File: config.mk
export PLATFORM = sky130hd
export DESIGN_NAME = logit_frame_collector
export DESIGN_NICKNAME = d
export VERILOG_FILES = /design/src/rtl/logit_frame_collector.sv
export SDC_FILE = /design/constraint.sdc
export NUM_CORES = 1
export LEC_CHECK = 0
export BUFFER_PORTS_ARGS = -buffer_cell sky130_fd_sc_hd__buf_2
export CORE_ASPECT_RATIO = 0.5
export CORE_MARGIN = 4
export CORE_UTILIZATION = 36
export CTS_CLUSTER_DIAMETER = 100
export DETAILED_ROUTE_END_ITERATION = 10
export HOLD_SLACK_MARGIN = 0.08
export PLACE_DENSITY = 0.57
export SETUP_SLACK_MARGIN = 0.02
export SLEW_MARGIN = 15
export SYNTH_ARGS = -nofsm -noshare
export SYNTH_HDL_FRONTEND = slang
export SYNTH_SLANG_ARGS = --single-unit
File: constraint.sdc
create_clock -name clk_i -period 3.7 [get_ports clk_i]
set_input_delay 0.74 -clock clk_i [delete_from_list [all_inputs] [get_ports clk_i]]
set_output_delay 0.74 -clock clk_i [all_outputs]
set_load 0.005 [all_outputs]
File: src/rtl/logit_frame_collector.sv
// Collects NUM_CLASSES signed scores from a valid/ready stream into one flat vector and holds
// it for the downstream argmax stage; flags framing errors and counts delivered frames.
module logit_frame_collector #(
    parameter int unsigned BIT_WIDTH       = 8,
    parameter int unsigned NUM_CLASSES     = 10,
    parameter int unsigned CNT_WIDTH       = 4,
    parameter int unsigned FRAME_CNT_WIDTH = 16
) (
    input  logic                             clk_i,
    input  logic                             reset_i,
    input  logic                             in_valid_i,
    output logic                             in_ready_o,
    input  logic [BIT_WIDTH-1:0]             in_data_i,
    input  logic                             in_last_i,
    output logic                             out_valid_o,
    input  logic                             out_ready_i,
    output logic [BIT_WIDTH*NUM_CLASSES-1:0] out_vec_o,
    output logic                             frame_err_o,
    output logic [FRAME_CNT_WIDTH-1:0]       frame_count_o
);

    localparam int unsigned VecW = BIT_WIDTH * NUM_CLASSES;
    localparam logic [CNT_WIDTH-1:0] LastSlot = CNT_WIDTH'(NUM_CLASSES - 1);
    localparam logic [BIT_WIDTH-1:0] MinVal = {1'b1, {(BIT_WIDTH - 1){1'b0}}};

    typedef enum logic {StFill, StFull} state_e;

    state_e                       state_q, state_d;
    logic [CNT_WIDTH-1:0]         cnt_q, cnt_d;
    logic [VecW-1:0]              buf_q, buf_d;
    logic [VecW-1:0]              out_vec_q, out_vec_d;
    logic                         frame_err_q, frame_err_d;
    logic [FRAME_CNT_WIDTH-1:0]   frame_count_q, frame_count_d;

    logic                 accept, deliver, complete, last_slot, early_last;
    logic [CNT_WIDTH-1:0] slot;
    logic [VecW-1:0]      frame_d;

    assign accept  = in_valid_i && in_ready_o;
    assign deliver = out_valid_o && out_ready_i;

    // An accept while FULL is always the first beat of the next frame.
    assign slot       = (state_q == StFull) ? '0 : cnt_q;
    assign last_slot  = (slot == LastSlot);
    assign early_last = in_last_i && !last_slot;
    assign complete   = accept && (last_slot || in_last_i);

    // State register
    always_ff @(posedge clk_i) begin
        if (reset_i) begin
            state_q <= StFill;
        end else begin
            state_q <= state_d;
        end
    end

    // Next-state logic
    always_comb begin
        state_d = state_q;
        unique case (state_q)
            StFill: if (complete) state_d = StFull;
            StFull: if (deliver) state_d = complete ? StFull : StFill;
            default: state_d = StFill;
        endcase
    end

    // Output logic
    always_comb begin
        out_valid_o = (state_q == StFull);
        in_ready_o  = !reset_i && ((state_q == StFill) || out_ready_i);
    end

    // Datapath: buffer gets the beat, padded slots are only filled on an early last
    always_comb begin
        frame_d = buf_q;
        for (int i = 0; i < int'(NUM_CLASSES); i++) begin
            if (i == int'(slot)) begin
                frame_d[BIT_WIDTH*i +: BIT_WIDTH] = in_data_i;
            end else if (complete && (i > int'(slot))) begin
                frame_d[BIT_WIDTH*i +: BIT_WIDTH] = MinVal;
            end
        end
        buf_d         = accept ? frame_d : buf_q;
        out_vec_d     = complete ? frame_d : out_vec_q;
        cnt_d         = accept ? (complete ? '0 : slot + CNT_WIDTH'(1)) : cnt_q;
        frame_err_d   = frame_err_q || (accept && (early_last || (last_slot && !in_last_i)));
        frame_count_d = frame_count_q + FRAME_CNT_WIDTH'(deliver);
    end

    always_ff @(posedge clk_i) begin
        if (reset_i) begin
            cnt_q         <= '0;
            buf_q         <= '0;
            out_vec_q     <= '0;
            frame_err_q   <= 1'b0;
            frame_count_q <= '0;
        end else begin
            cnt_q         <= cnt_d;
            buf_q         <= buf_d;
            out_vec_q     <= out_vec_d;
            frame_err_q   <= frame_err_d;
            frame_count_q <= frame_count_d;
        end
    end

    assign out_vec_o     = out_vec_q;
    assign frame_err_o   = frame_err_q;
    assign frame_count_o = frame_count_q;

endmodule
==> results.json, run 1 <==
{
  "use_met2": 0.275,
  "syn_area_per_cell_um2": 9.14,
  "whs_ps": 454,
  "peakVddDrop_mv": 0.329,
  "clkTransAtPathRegs_ps": 70,
  "setup_tns_ps": 0,
  "finish.utilization": 0.433,
  "status": "complete, no violations",
  "ys_ff_latch": 182,
  "tightest_slew_ps": 829,
  "dieWidth_um": 213,
  "avgRoutedWirePerCell_um": 18.7,
  "holdPathStages": 1,
  "post-route-min-period_ps": 3380,
  "synth_warnings": 0,
  "r2r_end": "out_vec_o[74]$_SDFFE_PP0P_",
  "initial_core_util": 0.368,
  "tritoncts": "built",
  "finalSetupViolations": 0,
  "synth_edf_count": 0,
  "yosys.area_share.simple": 0.176,
  "maxSlewHeadroom": 0.442,
  "grt_pass1_wl_um": 35900,
  "synth-xor-area-share": 0.0139,
  "cts_setup_buffers": 0,
  "overflow": 0,
  "crit-reg2reg-launch": "cnt_q[3]$_SDFFE_PP0P_",
  "hpwlAfterDp_um": 14900,
  "cts_root_buf": "clkbuf_16",
  "seqPwrFrac": 0.480,
  "post_dp_cell_area_um2": 8310,
  "p_int_mw": 3.15,
  "fmaxAchievable_ghz": 0.296,
  "core_area_um2": 20600,
  "report.final.slew_viol_count": 0,
  "drive_above_1_share": 0.202,
  "synth_top_family_by_area": "compound AO/OA/AOI/OAI gates",
  "antenna_found_initial": 0,
  "yosysSeqAreaShare": 0.481,
  "htree_levels": 4,
  "vias": 6654,
  "synth_area_um2": 7580,
  "grt_util_met3": 0.0420,
  "clockBufferDepth": 2,
  "powerDensity_nw_per_um2": 474,
  "cts_buffers": 17,
  "clock_sink_count": 182,
  "crit_chain": "or3b_1, or2_0, ha_1, buf_4, nor3b_2, o21ai_1, and4_1, a221o_1",
  "grt_use_met1": 0.280,
  "synth_top_cell_by_area": "dfxtp_1",
  "nNetsFinal": 923,
  "cp_slowest_cell": "or3b_1",
  "r2r_slack_ps": 320,
  "synth_nets": 846,
  "diodes": 0,
  "core.rowCount": 37,
  "synth_area_leaders": "dfxtp_1 48%, a22o_1 7.4%, nand3_1 5.0%, a211oi_1 4.9%, nor2_1 4.6%",
  "synth_fa_ha_area_frac": 0.00495,
  "fin_area_um2": 8910,
  "synth_cell_types": 61,
  "synthCells": 830,
  "async_reset_ff_frac": 0,
  "drv_cap": 0,
  "max_stage_delay_ps": 550,
  "synth_top_area_frac": 0.481,
  "cp_data_required_time_ps": 4010,
  "finClkSkew_ps": 9.49,
  "rsz0062_at_grt": "no",
  "min-delay-start": "buf_q[55]$_SDFFE_PP0P_",
  "hold_viol": 0,
  "via_per_inst": 5.58,
  "die_area_um2": 23600,
  "worstPathMaxFanout": 12,
  "worst_setup_path_end_kind": "flip-flop",
  "grt_pass1_vias": 6345,
  "gp_congestion": 0.841,
  "switching_share": 0.255,
  "initialDrtViolationCount": 412,
  "io_pins": 112,
  "holdPathEnd": "buf_q[55]$_SDFFE_PP0P_",
  "postCtsHoldBufs": 0,
  "wl_um": 22300,
  "top_usage_layer": "met1",
  "post_cts_resized": 0,
  "hold_path.class": "reg -> reg",
  "muxShareOfSynthArea": 0.0119,
  "p_switching_mw": 1.08,
  "synth_flop_cell": "dfxtp_1",
  "pwr-share-clk": 0.442,
  "cp_data_arrival_time_ps": 3690,
  "grtUsageTotal": 0.189,
  "r2r_cells": 8,
  "path_class": "reg -> reg",
  "period_share": 0.914,
  "leakage_nw": 3.45,
  "worstSkewPairLatency_ps": 430,
  "port_buffers": 111,
  "comb_power_share": 0.078,
  "die_h_um": 111,
  "start_kind": "flip-flop",
  "drt.antenna.violating_nets": 0,
  "grt_max_degree": 69,
  "synth_compound_area_frac": 0.259,
  "drcViolationCount": 0,
  "dr.pass1.iters": 5,
  "syn_to_final_growth_pct": 17.5
}
area by class of cell:
cell class,instances,area (um^2)
multi-input cells,552,3530
clock buffers,18,439
flip-flops and latches,182,3640
fillers,2015,11700
clock inverters,14,160
inverters,22,82.6
well taps,273,342
repair buffers,132,713
worst max path at each step:
stage / cells past startpoint / slack, ps / endpoint / startpoint
floorplan: 12 / 630 / buf_q[48]$_SDFFE_PP0P_ / cnt_q[2]$_SDFFE_PP0P_
global placement: 7 / 460 / buf_q[62]$_SDFFE_PP0P_ / cnt_q[3]$_SDFFE_PP0P_
detailed placement: 7 / 370 / buf_q[59]$_SDFFE_PP0P_ / cnt_q[3]$_SDFFE_PP0P_
CTS: 7 / 360 / buf_q[53]$_SDFFE_PP0P_ / cnt_q[3]$_SDFFE_PP0P_
global route: 8 / 110 / out_vec_o[76]$_SDFFE_PP0P_ / cnt_q[3]$_SDFFE_PP0P_
finish: 8 / 320 / out_vec_o[74]$_SDFFE_PP0P_ / cnt_q[3]$_SDFFE_PP0P_
stage by stage:
| step | setup WS (ps) | std cells | total power [mW] |
|---|---|---|---|
| 4_1_cts | 362 | 1193 | 4.27 |
| 6_report | 320 | 1193 | 4.23 |
| 3_5_place_dp | 368 | 1161 | 2.40 |
| 2_1_floorplan | 635 | 830 | 2.28 |
| 3_3_place_gp | 461 | 1161 | 2.40 |
| 5_1_grt | 114 | 1193 | 4.39 |
cell usage after synthesis (all sizes together), types with 10 or more instances:
cell type and instances:
a311oi 14, buf 36, nand3 76, o31ai 10, a22o 64, clkbuf 38, nand2b 10, a211oi 49
nand2 21, nor3 30, a21oi 42, dfxtp 182, o21ai 25, nor2 96, inv 22
power by group through the flow:
stage	clock network [mW]	registers, mW	logic, mW
2_1_floorplan	0	2.08	0.208
3_3_place_gp	0	2.07	0.328
3_5_place_dp	0	2.08	0.329
4_1_cts	1.91	2.03	0.331
5_1_grt	1.99	2.04	0.365
6_report	1.87	2.03	0.330
per-layer routing:
metal  vias to the layer above  routed length [um]
met5                         -                   0
met4                         0                 361
met3                        28                1230
met2                       178                9570
met1                      3214               11200
li1                       3234                   -
kinds of logic (layout without fill, tap and decap cells):
logic type | Yosys count | count (layout)
and+or+nand+nor | 273 | 273
AOI/OAI and AO/OA | 255 | 255
DFF | 182 | 182
buffers and inverters | 96 | 186
xor gates and xnor gates | 12 | 12
muxes | 9 | 9
adders and majority gates | 3 | 3
worst max-delay path: cells and delay by family (launching register included):
family / cells / cell delay, ps
AO/OA/AOI/OAI: 2 / 750
flip-flops: 1 / 520
adder cells (fa/ha/maj): 1 / 210
AND/OR/NAND/NOR: 4 / 1620
buffers and inverters: 1 / 160
layout by cell type (no fill, tap or decap), types with 21 or more instances in the layout:
cell	n
a211oi_1	49
a21oi_1	41
a22o_1	64
buf_2	111
buf_4	21
dfxtp_1	182
inv_1	21
nand2_1	21
nand3_1	76
nor2_1	92
nor3_1	29
flip-flops by register name (all words and copies together) (netlist names):
signal and flops:
frame_count_o 16, buf_q 80, out_valid_o 1, cnt_q 4, out_vec_o 80, frame_err_o 1
No activity file was read; power rests on OpenSTA's default activity.
==> run 2: changes to the inputs <==
--- a/config.mk
+++ b/config.mk
@@ -12,7 +12,7 @@
 export CTS_CLUSTER_DIAMETER = 100
 export DETAILED_ROUTE_END_ITERATION = 10
 export HOLD_SLACK_MARGIN = 0.08
-export PLACE_DENSITY = 0.57
+export PLACE_DENSITY = 0.62
 export SETUP_SLACK_MARGIN = 0.02
 export SLEW_MARGIN = 15
 export SYNTH_ARGS = -nofsm -noshare
==> constraint.sdc (replaced) <==
create_clock -name clk_i -period 3.7 [get_ports clk_i]
set_input_delay 0 -clock clk_i [delete_from_list [all_inputs] [get_ports clk_i]]
set_output_delay 0 -clock clk_i [all_outputs]
set_load 0.005 [all_outputs]
==> results.json, run 2 (same netlist as run 1, synthesis figures left out) <==
{
  "gp_congestion": 0.870,
  "hold_viol": 0,
  "overflow": 0,
  "n_fill_cell": 2051,
  "syn_to_final_growth_pct": 17.6,
  "finClkSkew_ps": 14.8,
  "nNetsFinal": 923,
  "post_cts_resized": 0,
  "crit_chain": "or3b_1, or2_0, ha_1, buf_4, nor3b_2, o21ai_1, and4_1, a221o_1",
  "core.rowCount": 37,
  "leakage_nw": 3.44,
  "antenna_found_initial": 0,
  "fin_area_um2": 8920,
  "drcViolationCount": 0,
  "powerDensity_nw_per_um2": 474,
  "path_class": "reg -> reg",
  "layout_commonest_cell": "dfxtp_1",
  "status": "complete, no violations",
  "worst_setup_path_end_kind": "flip-flop",
  "die_area_um2": 23600,
  "place_inst": 1156,
  "p_switching_mw": 1.10,
  "clkTransAtPathRegs_ps": 80,
  "drt.antenna.violating_nets": 0,
  "comb_power_share": 0.078,
  "grt_pass1_vias": 6434,
  "drv_cap": 0,
  "die_h_um": 111,
  "grt_pass1_wl_um": 36200,
  "fmaxAchievable_ghz": 0.295,
  "grtUsageTotal": 0.190,
  "path_buf_inv": 1,
  "post-place-ws_ps": 366,
  "cp_slowest_cell": "or3b_1",
  "wl_um": 22200,
  "postCtsHoldBufs": 5,
  "core_area_um2": 20600,
  "io_pins": 112,
  "port_buffers": 111,
  "worstSkewPairLatency_ps": 440,
  "multiInputGateArea_um2": 3530,
  "post-route-min-period_ps": 3390,
  "cts_root_buf": "clkbuf_16",
  "setup_ws_ps": 310,
  "dr.pass1.iters": 5,
  "cp_data_required_time_ps": 4010,
  "hold_path.class": "in -> reg",
  "tightest_slew_ps": 1020,
  "report.final.slew_viol_count": 0,
  "cts_buffers": 17,
  "final_cell_mix": "182 x dfxtp_1, 111 x buf_2, 92 x nor2_1",
  "via_per_inst": 5.60,
  "period_share": 0.916,
  "vias": 6676,
  "grt_max_degree": 57,
  "rsz0062_at_grt": "no",
  "pwr-share-clk": 0.441,
  "clockBufferDepth": 2,
  "finalSetupViolations": 0,
  "switching_share": 0.259,
  "avgRoutedWirePerCell_um": 18.6,
  "max_stage_delay_ps": 540,
  "post_dp_cell_area_um2": 8270,
  "cp_data_arrival_time_ps": 3700,
  "diodes": 0,
  "hpwlAfterDp_um": 14700,
  "start_kind": "flip-flop",
  "maxSlewHeadroom": 0.321,
  "clock_sink_count": 182,
  "peakVddDrop_mv": 0.326,
  "cts_setup_buffers": 0,
  "initial_core_util": 0.368,
  "regArea_um2": 3640,
  "htree_levels": 4,
  "total_power_mw": 4.23,
  "worstPathMaxFanout": 12,
  "dieWidth_um": 213,
  "p_int_mw": 3.13,
  "drive_above_1_share": 0.196,
  "tritoncts": "built",
  "seqPwrFrac": 0.480,
  "setup_tns_ps": 0,
  "fin_cells": 1193,
  "crit_family": "simple AND/OR/NAND/NOR gates",
  "initialDrtViolationCount": 466
}
==> run 2: cell types whose count changed in the layout (fill, tap and decap cells not counted), sizes merged <==
cell	change
buf	-5
inv	-1
dlygate4sd3	+5
clkinv	+1
==> run 2: layout make-up <==
type	instances	area share
Clock inverter	14	0.0182
Sequential cell	182	0.409
Inverter	22	0.00926
Timing Repair Buffer	132	0.0814
Clock buffer	18	0.0481
Tap cell	273	0.0383
Multi-Input combinational cell	552	0.396
==> run 2: routing by layer <==
layer  global-route usage  part of all wire
met3               0.0471             0.057
met4               0.0409            0.0075
met1                0.273              0.49
met2                0.289              0.44
met5                    0                 0
==> run 2: path summary, 6_finish.rpt <==
kind	from	end	slack, ps	cells past startpoint
setup / recovery	cnt_q[3]$_SDFFE_PP0P_	out_vec_o[78]$_SDFFE_PP0P_	310	8
hold / removal	in_data_i[4]	out_vec_o[60]$_SDFFE_PP0P_	100	3
setup reg to reg	cnt_q[3]$_SDFFE_PP0P_	out_vec_o[78]$_SDFFE_PP0P_	310	8
hold reg to reg	buf_q[55]$_SDFFE_PP0P_	buf_q[55]$_SDFFE_PP0P_	450	1
==> run 2: metrics by stage <==
stage          utilization  hold slack, ps
6_report             0.433             105
5_1_grt              0.433             108
4_1_cts              0.433            83.3
3_5_place_dp         0.402             336
3_3_place_gp         0.402             340
2_1_floorplan            -             154
==> run 2: power groups by stage <==
stage | clock network, mW | logic [mW] | registers, mW
after floorplan | 0 | 0.208 | 2.08
after global placement | 0 | 0.321 | 2.08
after detailed placement | 0 | 0.325 | 2.08
after CTS | 1.90 | 0.330 | 2.03
after global routing | 1.98 | 0.365 | 2.04
final | 1.87 | 0.331 | 2.03
==> run 2: worst min-delay path: cells and delay by family <==
kind / cells / cell delay (ps)
compound gates: 1 / 90
buf+inv: 1 / 270
simple gates: 1 / 130
